[src/rtl/if_pkg.sv]
// Shared types and constants for the IF-stage fetch unit.
package if_pkg;

    localparam logic [31:0] RESET_PC_DEFAULT = 32'h8000_0000;
    localparam int unsigned INST_BYTES       = 4;

    typedef enum logic [1:0] {
        IDLE,
        REQ,
        WAIT
    } fetch_state_e;

    typedef struct packed {
        logic [31:0] pc;
        logic [31:0] inst;
        logic        pred_taken;
        logic [31:0] pred_target;
    } fetch_entry_t;

    // Address of the next sequential instruction.
    function automatic logic [31:0] next_seq_pc(input logic [31:0] pc);
        return pc + INST_BYTES;
    endfunction

endpackage

[src/rtl/if_fetch_fifo.sv]
// Small FIFO of fetched instructions waiting for the ID stage.
// flush empties it in one cycle; push and pop may coincide.
module if_fetch_fifo
    import if_pkg::*;
#(
    parameter int unsigned FIFO_DEPTH = 2,
    localparam int unsigned PTR_W = $clog2(FIFO_DEPTH),
    localparam int unsigned CNT_W = PTR_W + 1
) (
    input  logic             clk,
    input  logic             reset,
    input  logic             flush,
    input  logic             push,
    input  fetch_entry_t     push_data,
    input  logic             pop,
    output fetch_entry_t     head,
    output logic             valid,
    output logic [CNT_W-1:0] count
);

    fetch_entry_t           mem [FIFO_DEPTH];
    logic [PTR_W-1:0]       wr_ptr;
    logic [PTR_W-1:0]       rd_ptr;

    // Pointers and occupancy; pointers wrap naturally since depth is a power of 2.
    always_ff @(posedge clk) begin
        if (reset || flush) begin
            wr_ptr <= '0;
            rd_ptr <= '0;
            count  <= '0;
        end else begin
            if (push) wr_ptr <= wr_ptr + 1'b1;
            if (pop)  rd_ptr <= rd_ptr + 1'b1;
            count <= count + CNT_W'(push) - CNT_W'(pop);
        end
    end

    // Entry storage, no reset needed.
    always_ff @(posedge clk) begin
        if (push && !flush) mem[wr_ptr] <= push_data;
    end

    assign head  = mem[rd_ptr];
    assign valid = (count != '0);

endmodule

[src/rtl/if_fetch_unit.sv]
// IF-stage fetch engine: owns the fetch PC, issues one IMEM request at a time,
// queues returned instructions with their prediction, and handles EX redirects.
// Optional build macro IF_FETCH_PERF_EN adds perf_fetched/perf_dropped/perf_stall.
module if_fetch_unit
    import if_pkg::*;
#(
    parameter logic [31:0] RESET_PC   = RESET_PC_DEFAULT,
    parameter int unsigned FIFO_DEPTH = 2
) (
    input  logic        clk,
    input  logic        reset,
`ifdef IF_FETCH_PERF_EN
    output logic [31:0] perf_fetched,
    output logic [31:0] perf_dropped,
    output logic [31:0] perf_stall,
`endif
    output logic [31:0] bpu_pc,
    input  logic        bpu_pred_taken,
    input  logic [31:0] bpu_pred_target,
    output logic        imem_req_valid,
    input  logic        imem_req_ready,
    output logic [31:0] imem_req_addr,
    input  logic        imem_resp_valid,
    input  logic [31:0] imem_resp_data,
    input  logic        redirect_valid,
    input  logic [31:0] redirect_pc,
    output logic        id_valid,
    input  logic        id_ready,
    output logic [31:0] id_pc,
    output logic [31:0] id_inst,
    output logic        id_pred_taken,
    output logic [31:0] id_pred_target
);

    localparam int unsigned CNT_W = $clog2(FIFO_DEPTH) + 1;

    fetch_state_e     state;
    logic [31:0]      pc;
    logic [31:0]      req_addr;
    logic [31:0]      inflight_pc;
    logic             inflight_taken;
    logic [31:0]      inflight_target;
    logic             drop;

    logic             handshake;
    logic             resp_in_wait;
    logic             push;
    logic             pop;
    logic             discard;
    logic             can_issue;
    logic [31:0]      redirect_aligned;
    logic [31:0]      pred_next;
    logic [CNT_W-1:0] fifo_count;
    fetch_entry_t     push_entry;
    fetch_entry_t     head;

    assign handshake        = (state == REQ) && imem_req_ready;
    assign resp_in_wait     = (state == WAIT) && imem_resp_valid;
    assign push             = resp_in_wait && !drop && !redirect_valid;
    assign discard          = resp_in_wait && (drop || redirect_valid);
    assign pop              = id_valid && id_ready && !redirect_valid;
    // The outstanding request's slot is counted by only issuing from IDLE.
    assign can_issue        = (32'(fifo_count) + 1 <= FIFO_DEPTH);
    assign redirect_aligned = redirect_pc & ~32'h3;
    assign pred_next        = bpu_pred_taken ? bpu_pred_target : next_seq_pc(pc);

    assign bpu_pc         = pc;
    assign imem_req_valid = (state == REQ);
    // A redirect during REQ moves pc, but the pending request keeps its address.
    assign imem_req_addr  = (state == REQ) ? req_addr : pc;

    assign push_entry = '{pc: inflight_pc, inst: imem_resp_data,
                          pred_taken: inflight_taken, pred_target: inflight_target};

    // Fetch FSM, PC, in-flight capture and stale-response tracking.
    always_ff @(posedge clk) begin
        if (reset) begin
            state           <= IDLE;
            pc              <= RESET_PC;
            req_addr        <= RESET_PC;
            inflight_pc     <= '0;
            inflight_taken  <= 1'b0;
            inflight_target <= '0;
            drop            <= 1'b0;
        end else begin
            // With drop set the pc already holds the redirect target; don't advance it.
            if (redirect_valid)          pc <= redirect_aligned;
            else if (handshake && !drop) pc <= pred_next;

            if (handshake) begin
                inflight_pc     <= req_addr;
                inflight_taken  <= bpu_pred_taken;
                inflight_target <= pred_next;
            end

            unique case (state)
                IDLE: begin
                    if (!redirect_valid && can_issue) begin
                        state    <= REQ;
                        req_addr <= pc;
                    end
                end
                REQ: begin
                    if (redirect_valid) drop  <= 1'b1;
                    if (imem_req_ready) state <= WAIT;
                end
                WAIT: begin
                    if (imem_resp_valid) begin
                        drop  <= 1'b0;
                        state <= IDLE;
                    end else if (redirect_valid) begin
                        drop <= 1'b1;
                    end
                end
                default: state <= IDLE;
            endcase
        end
    end

    if_fetch_fifo #(
        .FIFO_DEPTH(FIFO_DEPTH)
    ) u_fifo (
        .clk      (clk),
        .reset    (reset),
        .flush    (redirect_valid),
        .push     (push),
        .push_data(push_entry),
        .pop      (pop),
        .head     (head),
        .valid    (id_valid),
        .count    (fifo_count)
    );

    assign id_pc          = head.pc;
    assign id_inst        = head.inst;
    assign id_pred_taken  = head.pred_taken;
    assign id_pred_target = head.pred_target;

`ifdef IF_FETCH_PERF_EN
    // Free-running event counters, wrapping at 2^32.
    always_ff @(posedge clk) begin
        if (reset) begin
            perf_fetched <= '0;
            perf_dropped <= '0;
            perf_stall   <= '0;
        end else begin
            if (push)                                   perf_fetched <= perf_fetched + 1;
            if (discard)                                perf_dropped <= perf_dropped + 1;
            if ((state == REQ) && !imem_req_ready)      perf_stall   <= perf_stall + 1;
        end
    end
`else
    logic unused_discard;
    assign unused_discard = discard;
`endif

endmodule
[config.mk]
export PLATFORM = sky130hd
export DESIGN_NAME = if_fetch_unit
export DESIGN_NICKNAME = d
export VERILOG_FILES = /design/src/rtl/if_pkg.sv /design/src/rtl/if_fetch_fifo.sv /design/src/rtl/if_fetch_unit.sv
export SDC_FILE = /design/constraint.sdc
export NUM_CORES = 1
export LEC_CHECK = 0
export ABC_AREA = 1
export BUFFER_PORTS_ARGS = -buffer_cell sky130_fd_sc_hd__buf_2
export CORE_MARGIN = 10
export CORE_UTILIZATION = 35
export CTS_CLUSTER_DIAMETER = 100
export DETAILED_ROUTE_END_ITERATION = 6
export PLACE_DENSITY = 0.61
export SYNTH_ARGS = -nofsm -noshare
export SYNTH_HDL_FRONTEND = slang
export SYNTH_HIERARCHICAL = 1
export SYNTH_SLANG_ARGS = --single-unit
[constraint.sdc]
create_clock -name clk -period 12.4 [get_ports clk]
set_input_delay 2.48 -clock clk [delete_from_list [all_inputs] [get_ports clk]]
set_output_delay 2.48 -clock clk [all_outputs]
set_load 0.03 [all_outputs]
-- Word-level counts from Yosys, hierarchy flattened
Memory sizes are Yosys's and may differ from the RTL's. A register that Yosys moved wholly into a read port is not among the register bits.
Index checks and enable logic that the tools add are counted.
- memory bits (writable): 194
- register bits after elaboration: 136
- memories: 1
- equality and inequality tests: 5
- muxes and demuxes: 15
- $add $sub $neg: 6
- reduce and logical (&&, ||, !) cells: 19
- $lt $le $gt $ge: 1
- memory list (memory ; depth ; width ; read ports ; clocked after Yosys merged registers in ; wr ports ; line ; text):
    u_fifo.mem ; 2 ; 97 ; 1 ; 1 ; 1 ; if_fetch_fifo.sv:21 ; fetch_entry_t mem [FIFO_DEPTH];
- operators by type and width (kind ; number):
    2-to-1 mux 32 bit ; 4
    adder 32 x 3 -> 32 bit, second input constant ; 1
    logical AND 1 bit ; 9
    2-to-1 mux 1 bit ; 6
    2-to-1 mux 2 bit ; 3
    case mux 2 bit (3 select lines) ; 1
    nonzero test 2 bit ; 3
    != test 2 bit, second input constant ; 2
    adder 2 x 1 -> 3 bit, second input constant ; 1
    less-or-equal comparator 3 x 2 -> 1 bit, second input constant ; 1
    AND reduction 3 bit ; 1
    adder 1 bit, second input constant ; 2
    adder 2 x 1 -> 2 bit ; 1
    == test 2 x 1 -> 1 bit, second input constant ; 1
    == test 2 bit, second input constant ; 1
    logical NOT 1 bit ; 2
    logical NOT 2 bit ; 1
    != test 2 x 1 -> 1 bit, second input constant ; 1
    case mux 1 bit (2 select lines) ; 1
    AND reduction 2 bit ; 1
    OR reduction 2 bit ; 1
    subtractor 2 x 1 -> 2 bit ; 1
    logical OR 1 bit ; 1

-- Depth between registers and ports, before layout
- word-level depth: 7
- gate-level depth with buffers: 12
- gate-level depth less buffers: 12

-- Modules after synthesis
Netlist, hierarchy kept.
- by module, submodules not included (module ; cells an instance ; instances ; seq. area each (µm²) ; area each (µm²)):
    if_fetch_fifo ; 332 ; 1 ; 5925.7 ; 7347.0
    if_fetch_unit ; 1013 ; 1 ; 2642.5 ; 6486.2

-- Least setup slack after synthesis
OpenSTA, ideal clock, no wires.
- path type: input port to flip-flop
- start point: in redirect_valid
- end point: mem u_fifo/mem[1][0] (netlist name) (enable)
- arrival: 9892 ps
- library setup time: 673 ps
- buffers on the path: 2
- path slack: 1835 ps
- stages: 6
- path through: buf_2 nor2_2 buf_2 and3_1 inv_1 nor3_1
- longest elaborated chain between the ends: 5
- ends and longest elaborated chain (what ; line ; text):
    from (decl) ; if_fetch_unit.sv:25 ; input logic redirect_valid,
    logical NOT 1 bit ; if_fetch_unit.sv:59 ; assign push = resp_in_wait && !drop && !redirect_valid;
    logical AND 1 bit ; if_fetch_unit.sv:59 ;
    named net push ; if_fetch_unit.sv:47 ; logic push;
    logical AND 1 bit ; if_fetch_fifo.sv:40 ; if (push && !flush) mem[wr_ptr] <= push_data;
    2-to-1 mux 1 bit ; if_fetch_fifo.sv:40 ;
    2-to-1 mux 1 bit (implied by the code) ; if_fetch_fifo.sv:40 ;
    to (decl) ; if_fetch_fifo.sv:21 ;
The timed path passes the listed nets, and every way through them passes these cells.

==> impl_metrics.yaml <==
sta:
  setup_ws_ps: 7041
  fmaxAchievable_ghz: 0.1866
  worstMarginPinSlew_ps: 1120
  rsz0062_at_grt: "no"
  period_share_pct: 43.22
  slew_headroom_pct: 25.36
  skew_ps: 19.86
  setup_viol: 0
  hold_violations: 0
  fin_crit_ps: 5359
  drv_slew: 0
  setup_tns_ps: 0
worst_setup_path:
  slowest_stage: "buf_4"
  crit_path_end_kind: "output port"
  cp-start-kind: "flop"
  path_delay_family: "buffers and inverters"
  required_ps: 9920
  cp_max_fo: 63
  crit_chain: "buf_4 > mux2_2 > buf_2"
  timing.rr.start: "state[1]"
  cp_slowest_stage_delay_ps: 850
  crit_type: "flop to output port"
  reg2regPathDepth: 10
  crit_buf_inv: 2
  reg2reg_slack_ps: 8240
  critPathArrivalTime_ps: 2880
  r2r-end: "bpu_pc[8]"
grt:
  grt_pass1_wl_mm: 62.51
  antenna_found_initial: 0
  grt_max_degree: 86
  gr-usage-all-layers_pct: 17.09
  grt-ovfl-total: 0
  grt_pass1_vias: 10222
clocking:
  cts_hold_buffers: 0
  cts_resized: 0
  clkTransAtPathRegs_ps: 60
  numCtsBuffers: 37
  clock_latency_ps: 530
  htreeDepth: 2
  tritoncts: "built"
  clk_path_buf_depth: 3
  cts_root_buffer: "clkbuf_16"
  clock_sinks: 331
  cts_setup_buffers: 0
synth:
  yosysMostFrequentCell: "nand2_1"
  synth_nets: 1455
  synth_flop_cell: "edfxtp_1"
  synth_warnings: 6
  netlist_area_um2: 13830
  synth.top_cells.by_count: "272 x nand2_1, 194 x edfxtp_1, 153 x nor2_1, 137 x dfxtp_1, 131 x o21ai_0"
  synth.largest_area_cell: "edfxtp_1"
  synthArstFlopShare_pct: 0
  netlist_instances: 1345
  synth_seq_area_share_pct: 61.94
  ys_types: 37
  synth_area_per_cell_um2: 10.28
  ys_ff_latch: 331
  synth_enable_flop_cells: 194
  netlist.area_leader.share_pct: 42.11
  synthTopCellsByArea: "edfxtp_1 42%, dfxtp_1 20%, nand2_1 7.4%"
layout:
  finalNetCount: 1703
  nFillCells: 3757
  seqCellArea_um2: 8572
  diodes: 0
  final_area_um2: 16920
  drive_gt1_share_pct: 27.93
  post-route-util_pct: 43.58
  multi_input_area_um2: 4598
  syn2layout_area_growth_pct: 22.33
floorplan:
  row_count: 72
  chipHeight_um: 218.8
  die_w_um: 218.8
  core_area_um2: 38830
  dieArea_um2: 47880
  start_util_pct: 35.63
  io_pins: 266
power:
  p_leak_uw: 0.006644
  powerDensity_nw_per_um2: 180.8
  ir_worst_vdd_mv: 0.1000
job:
  maxCapViolations: 0
placement:
  dp_slack_ps: 7000
  io_buffers: 263
  placed_cell_area_um2: 15590
  dp_hpwl_mm: 29.86
  gp_congestion: 0.9041
outcome:
  status: "complete, no violations"
hold_path:
  hp-class: "flop to flop"
  min-delay-start: "inflight_pc[19]"
  whs_endpoint: "u_fifo/mem[1][84]"
  holdPathStages: 0
route:
  avgViaCountPerCell: 4.887
  firstDrtPassIters: 5
  via_count: 10459
  drt_iter0_markers: 751
  avgRoutedWirePerCell_um: 19.79
  finalWirelength_mm: 42.36
  drc_errors: 0
  postRouteAntennaNets: 0
## state kept, by name, summed over array words and instances, names as in the netlist, named ones only
signal	flops
u_fifo/rd_ptr	1
bpu_pc	32
inflight_pc	32
inflight_taken	1
inflight_target	32
req_addr	32
state	2
u_fifo/mem	194
u_fifo/wr_ptr	1
u_fifo/count	2
drop	1
## layout make-up
type                    count  share of cell area, %
clock inverters            15                  1.427
repair buffers            274                  8.266
multi-input cells         849                  27.17
well taps                 518                  3.830
flip-flops and latches    331                  50.65
inverters                 100                  2.218
clock buffers              53                  6.433
## per-stage QoR
step | hold slack, ps | std cells | power, uW
final | 452.0 | 2140 | 3060
after floorplan | 420.3 | 1345 | 1717
after global placement | 429.0 | 2072 | 1892
after CTS | 455.3 | 2140 | 3093
after global routing | 464.2 | 2140 | 3200
after detailed placement | 439.7 | 2072 | 1907
## worst max path at each step
stage,start,end,cells after the start
floorplan,redirect_valid,u_fifo/mem[1][0],6
finish,flop,id_pred_target[2],3
detailed placement,imem_req_ready,bpu_pc[8],9
global route,flop,id_pc[24],3
CTS,flop,id_pred_target[2],3
global placement,imem_req_ready,bpu_pc[11],9
## layout by cell type, fill, tap and decap left out, drive strengths merged, types with 53 or more instances in the layout
master	netlist	layout
dfxtp	137	137
inv	97	99
nor2	164	164
buf	21	274
a21oi	75	75
nand2	276	276
mux2	97	97
clkbuf	44	53
edfxtp	194	194
nand3	63	63
o21ai	134	134
## per-layer routing
layer / track usage [%] / routed length [um] / up-vias
met3: 4.113 / 3042 / 58
li1: - / - / 5061
met2: 27.39 / 19600 / 345
met5: 0 / 0 / -
met1: 22.18 / 18460 / 4995
met4: 5.907 / 1255 / 0
## cell families after synthesis
family	synth area share, %
mux	8.710
simple gates	15.10
buf+inv	4.911
flops	61.94
fa+ha+maj	0.6331
xor+xnor	0.1900
compound gates	8.511
## power by group
group	switching, uW	leakage [uW]	internal, uW	total [uW]
registers	73.2	0.00290	1280	1350
clock network	441	0.000649	739	1180
logic	382	0.00309	144	526
total	896	0.00664	2160	3060
Power figures use the tool's default switching activity.
